<file path="src/rtl/vrased_reset_seq.sv">
// -----------------------------------------------------------------------------
// vrased_reset_seq
//
// Turns a vrased monitor violation, or power-on, into a sequenced MCU reset:
//   1. latch the violation cause and count the violation,
//   2. zero the secure RAM region one 16-bit word at a time over a
//      ready/valid write port,
//   3. hold the MCU in reset for a fixed number of cycles,
//   4. release only once the monitor has gone quiet.
// The reset value of the sequencer is the ASSERT state, so every power-on
// performs a full wipe before the core is let out of reset.
//
// Ports:
//   clk         system clock
//   reset_n     asynchronous active-low reset
//   viol        violation level from vrased (its `reset` output), active high
//   viol_cause  {atomicity, ac, xstack} cause flags, valid while viol=1
//   wipe_rdy    RAM write port accepts a write this cycle
//   puc_rst     MCU reset (drives the core's PUC input), active high
//   wipe_en     wipe write request (valid)
//   wipe_addr   wipe byte address
//   wipe_data   wipe data, always zero
//   busy        sequence in progress (state != IDLE)
//   cause       latched {por, atomicity, ac, xstack}
//   viol_count  number of accepted violations, saturating
//
// All outputs come straight from flops.
// -----------------------------------------------------------------------------
module vrased_reset_seq #(
  parameter int unsigned           ADDR_WIDTH  = 16,
  parameter logic [ADDR_WIDTH-1:0] WIPE_BASE   = 16'h0400,
  parameter int unsigned           WIPE_WORDS  = 256,
  parameter int unsigned           HOLD_CYCLES = 16,
  parameter int unsigned           CNT_WIDTH   = 8
) (
  input  logic                  clk,
  input  logic                  reset_n,
  input  logic                  viol,
  input  logic [2:0]            viol_cause,
  input  logic                  wipe_rdy,
  output logic                  puc_rst,
  output logic                  wipe_en,
  output logic [ADDR_WIDTH-1:0] wipe_addr,
  output logic [15:0]           wipe_data,
  output logic                  busy,
  output logic [3:0]            cause,
  output logic [CNT_WIDTH-1:0]  viol_count
);

  // Counter widths sized so the largest loaded value always fits.
  localparam int unsigned WordW = (WIPE_WORDS  > 1) ? $clog2(WIPE_WORDS)  : 1;
  localparam int unsigned HoldW = (HOLD_CYCLES > 1) ? $clog2(HOLD_CYCLES) : 1;

  localparam logic [WordW-1:0] LastWord = WordW'(WIPE_WORDS - 1);
  localparam logic [HoldW-1:0] HoldLoad = HoldW'(HOLD_CYCLES - 1);

  typedef enum logic [1:0] {
    StIdle,
    StAssert,
    StWipe,
    StHold
  } state_e;

  state_e                state_q,      state_d;
  logic                  puc_rst_q,    puc_rst_d;
  logic                  busy_q,       busy_d;
  logic                  wipe_en_q,    wipe_en_d;
  logic [ADDR_WIDTH-1:0] wipe_addr_q,  wipe_addr_d;
  logic [3:0]            cause_q,      cause_d;
  logic [CNT_WIDTH-1:0]  viol_count_q, viol_count_d;
  logic                  viol_prev_q,  viol_prev_d;
  logic [WordW-1:0]      word_cnt_q,   word_cnt_d;
  logic [HoldW-1:0]      hold_cnt_q,   hold_cnt_d;

  logic                  write_done;
  logic [CNT_WIDTH-1:0]  count_inc;

  // A write completes on every edge where the request is up and accepted.
  assign write_done = wipe_en_q & wipe_rdy;

  // Saturating increment: sticks at all-ones instead of wrapping to zero.
  assign count_inc = (viol_count_q == {CNT_WIDTH{1'b1}}) ? viol_count_q
                                                         : viol_count_q + CNT_WIDTH'(1);

  always_comb begin
    state_d      = state_q;
    puc_rst_d    = puc_rst_q;
    busy_d       = busy_q;
    wipe_en_d    = wipe_en_q;
    wipe_addr_d  = wipe_addr_q;
    cause_d      = cause_q;
    viol_count_d = viol_count_q;
    viol_prev_d  = viol;
    word_cnt_d   = word_cnt_q;
    hold_cnt_d   = hold_cnt_q;

    unique case (state_q)
      StIdle: begin
        if (viol) begin
          // New sequence: previous cause (including por) is overwritten here.
          state_d      = StAssert;
          cause_d      = {1'b0, viol_cause};
          viol_count_d = count_inc;
          puc_rst_d    = 1'b1;
          busy_d       = 1'b1;
        end
      end

      StAssert: begin
        state_d     = StWipe;
        wipe_addr_d = WIPE_BASE;
        word_cnt_d  = '0;
        wipe_en_d   = 1'b1;
      end

      StWipe: begin
        // Address and request stay frozen while the port stalls.
        if (write_done) begin
          wipe_addr_d = wipe_addr_q + ADDR_WIDTH'(2);
          word_cnt_d  = word_cnt_q + WordW'(1);
          if (word_cnt_q == LastWord) begin
            wipe_en_d  = 1'b0;
            hold_cnt_d = HoldLoad;
            state_d    = StHold;
          end
        end
      end

      StHold: begin
        if (hold_cnt_q == '0) begin
          if (viol) begin
            // Monitor still complaining: restart the hold window.
            hold_cnt_d = HoldLoad;
          end else begin
            state_d   = StIdle;
            puc_rst_d = 1'b0;
            busy_d    = 1'b0;
          end
        end else begin
          hold_cnt_d = hold_cnt_q - HoldW'(1);
        end
      end

      default: begin
        state_d = StAssert;
      end
    endcase

    // Violations arriving mid-sequence accumulate into the cause and are
    // counted once per rising edge; the wipe itself is not restarted.
    if (state_q != StIdle && viol) begin
      cause_d = cause_q | {1'b0, viol_cause};
      if (!viol_prev_q) begin
        viol_count_d = count_inc;
      end
    end
  end

  always_ff @(posedge clk or negedge reset_n) begin
    if (!reset_n) begin
      state_q      <= StAssert;
      puc_rst_q    <= 1'b1;
      busy_q       <= 1'b1;
      wipe_en_q    <= 1'b0;
      wipe_addr_q  <= WIPE_BASE;
      cause_q      <= 4'b1000;
      viol_count_q <= '0;
      viol_prev_q  <= 1'b0;
      word_cnt_q   <= '0;
      hold_cnt_q   <= '0;
    end else begin
      state_q      <= state_d;
      puc_rst_q    <= puc_rst_d;
      busy_q       <= busy_d;
      wipe_en_q    <= wipe_en_d;
      wipe_addr_q  <= wipe_addr_d;
      cause_q      <= cause_d;
      viol_count_q <= viol_count_d;
      viol_prev_q  <= viol_prev_d;
      word_cnt_q   <= word_cnt_d;
      hold_cnt_q   <= hold_cnt_d;
    end
  end

  assign puc_rst    = puc_rst_q;
  assign busy       = busy_q;
  assign wipe_en    = wipe_en_q;
  assign wipe_addr  = wipe_addr_q;
  assign wipe_data  = 16'h0000;
  assign cause      = cause_q;
  assign viol_count = viol_count_q;

endmodule

</file>
<file path="config.mk">
export PLATFORM = sky130hd
export DESIGN_NAME = vrased_reset_seq
export DESIGN_NICKNAME = d
export VERILOG_FILES = /design/src/rtl/vrased_reset_seq.sv
export SDC_FILE = /design/constraint.sdc
export NUM_CORES = 1
export LEC_CHECK = 0
export ABC_CLOCK_PERIOD_IN_PS = 6000
export BUFFER_PORTS_ARGS = -buffer_cell sky130_fd_sc_hd__buf_2
export CAP_MARGIN = 0
export CORE_MARGIN = 8
export CORE_UTILIZATION = 55
export CTS_BUF_LIST = sky130_fd_sc_hd__clkbuf_8
export DETAILED_ROUTE_END_ITERATION = 10
export MAX_ROUTING_LAYER = met4
export PLACE_DENSITY = 0.92
export SLEW_MARGIN = 20
export SYNTH_ARGS = -nofsm -noshare
export SYNTH_HDL_FRONTEND = slang
export SYNTH_SLANG_ARGS = --single-unit
</file>
<file path="constraint.sdc">
create_clock -name clk -period 6 [get_ports clk]
set_input_delay 0.6 -clock clk [delete_from_list [all_inputs] [get_ports clk]]
set_output_delay 0.6 -clock clk [all_outputs]
set_load 0.1 [all_outputs]
</file>
==> out/metrics.cfg <==
[finish]
areaGrowthSynthToFinish_pct=10.04
filler_cell_count=371
fin_nets=293
instances_no_fill=332
layout-drive-gt1-share=0.2036
num_antenna_cells=0

[cts]
numCtsBuffers=5
cts_tree=done
clk_latency_ns=0.30
cts_htree_levels=2
clk_pin_slew_worst_paths_ns=0.08
cts-resized-gates=0
cts-root-buf=clkbuf_8
cts.sinks=44
post_cts_buffers=0
cts_hold_buf=0
ctsLongestPathBuffers=2

[power]
max-vdd-ir-drop_mv=0.2738
p_per_area_nw_per_um2=560.4
p_leak_nw=1.246
fin_total_pwr_mw=1.476

[worst_setup_path]
start_kind=flip-flop
crit_fanout=16
worstSetupEndpointType=flip-flop
cp.required_ns=6.23
cp_data_arrival_time_ns=2.52
criticalPathCategory=flip-flop to flip-flop

[synthesis]
syn_inst=244
synth_ff_type=dfrtp_1
netlist_top_cells_area=dfrtp_1 42%, buf_4 5.6%, dfstp_2 4.4%
synth_top_area_share=0.4182
netlist_area_um2=2394
ys_ff_latch=44
synth_edf_count=0
ys_seq_area_frac=0.4621
yosysTopAreaCell=dfrtp_1
yosys.cell_types.count=47
synth_common_cells=40 x dfrtp_1, 22 x nand2_1, 18 x buf_4, 14 x o21ai_0
async_flop_share=1.000
synth_warnings=0
synth.avg_cell_area_um2=9.810
yosysMostFrequentCell=dfrtp_1

[timing]
fin_skew_ns=0.01092
worstMarginPinSlew_ns=0.9425
hold_viol=0
fmax_mhz=436.4
drv_slew=0
rsz0062_at_grt=false
period_share=0.3819
whs_ns=0.4397
setup_viol_count_final=0
relSlewSlack=0.3717
period_needed_ns=2.292
tns_ns=0

[die]
rows=24
core_um2=4264
pin_count=54
start_util=0.5613
fp.dieArea_um2=6719
die_h_um=81.97
die_w_um=81.97

[routing]
drt_iter0_markers=97
routed_wl_um=4928
post_drt_wl_per_cell_um=14.84
antenna_left=0
viasPerCell=5.614
drc=0
vias=1864
dr.pass1.iters=4

[place]
port_buffers=36
hpwl_um=3572
dp_cells=324
gp_congestion=0.9256

[job]
drv_cap=0

[global_routing]
grt-ovfl-total=0
grt_pass1_wl_um=7935
grt_pass1_vias=1748
grt_usage=0.1565
grt_max_degree=45
grt_antenna_before_repair=0

[run_status]
status=complete, no violations

[min_path]
min_path_type=input port to async pin

[cell type report]
| type | count | area, µm² | area share |
|---|---|---|---|
| multi-input cells | 183 | 1141 | 0.4333 |
| inverters | 9 | 33.78 | 0.01283 |
| well taps | 52 | 65.06 | 0.02470 |
| clock inverters | 3 | 38.79 | 0.01473 |
| flip-flops and latches | 44 | 1106 | 0.4200 |
| clock buffers | 5 | 68.82 | 0.02613 |
| repair buffers | 36 | 180.2 | 0.06841 |
[worst paths after layout]
kind                                 end  slack [ns]  cells past startpoint        from
max in group asynchronous  wipe_addr[13]        4.97                      1     reset_n
hold reg to reg                 cause[3]        0.50                      1    cause[3]
setup reg to reg           wipe_addr[15]        3.71                      6  state_q[0]
hold / removal             word_cnt_q[4]        0.44                      1     reset_n
setup / recovery           wipe_addr[15]        3.71                      6  state_q[0]
min in group clk                cause[3]        0.50                      1    cause[3]
[metrics by stage]
| stage | cell area (µm²) | util | setup slack, ns |
|---|---|---|---|
| floorplan | 2454 | - | 3.555 |
| global placement | 2526 | 0.5924 | 3.799 |
| detailed placement | 2526 | 0.5924 | 3.730 |
| CTS | 2634 | 0.6177 | 3.711 |
| global route | 2634 | 0.6177 | 3.577 |
| finish | 2634 | 0.6177 | 3.708 |
[critical path, cell delays in order (launching register included)]
cell,delay (ns)
dfstp_2,0.53
inv_1,0.07
ha_1,0.37
a21boi_1,0.28
or3_1,0.46
or3_1,0.36
a21oi_1,0.14
[logic make-up after synthesis]
kind of cell	Yosys count	share of synthesized area
AO/OA/AOI/OAI	46	0.1255
flip-flops	44	0.4621
buffers and inverters	33	0.08625
other	1	0.001567
XOR/XNOR	10	0.03659
AND/OR/NAND/NOR	95	0.2148
adder cells (fa/ha/maj)	7	0.03659
multiplexers	8	0.03659
[registers in the layout (all words and copies together), names as in the netlist]
name         count
busy             1
hold_cnt_q       4
word_cnt_q       8
wipe_addr       15
wipe_en          1
viol_count       8
state_q          2
cause            4
viol_prev_q      1
[metal layers]
layer / track usage / share of wire / up-vias
met5: - / 0 / -
met4: 0.05789 / 0.014 / 0
met3: 0.05033 / 0.080 / 8
met2: 0.2565 / 0.47 / 61
met1: 0.1743 / 0.43 / 882
li1: - / - / 913
[where the power goes]
part	total (mW)	switching, mW	internal [mW]	leakage [nW]
clock	0.224	0.102	0.122	0.0593
combinational	0.798	0.626	0.172	0.651
sequential	0.454	0.0766	0.377	0.536
total	1.48	0.805	0.671	1.25
[layout by cell type, fill, tap and decap left out, types with 4 or more instances in the layout]
cell type  Yosys  final
a21oi_1       13     13
a22o_1         5      5
and3_1         4      4
and4_1         4      4
buf_2          0     36
clkbuf_8       0      5
conb_1         1     17
dfrtp_1       40     40
dfstp_2        4      4
ha_1           7      7
inv_1          9     10
mux2i_1        5      5
nand2_1       22     22
nand3_1       12     12
nand4_1       12     12
nor2_1        13     13
nor3_1         5      5
o21ai_0       14     14
or3_1          7      7
xnor2_1        5      5
xor2_1         5      5
No activity file was read; power rests on OpenSTA's default activity.
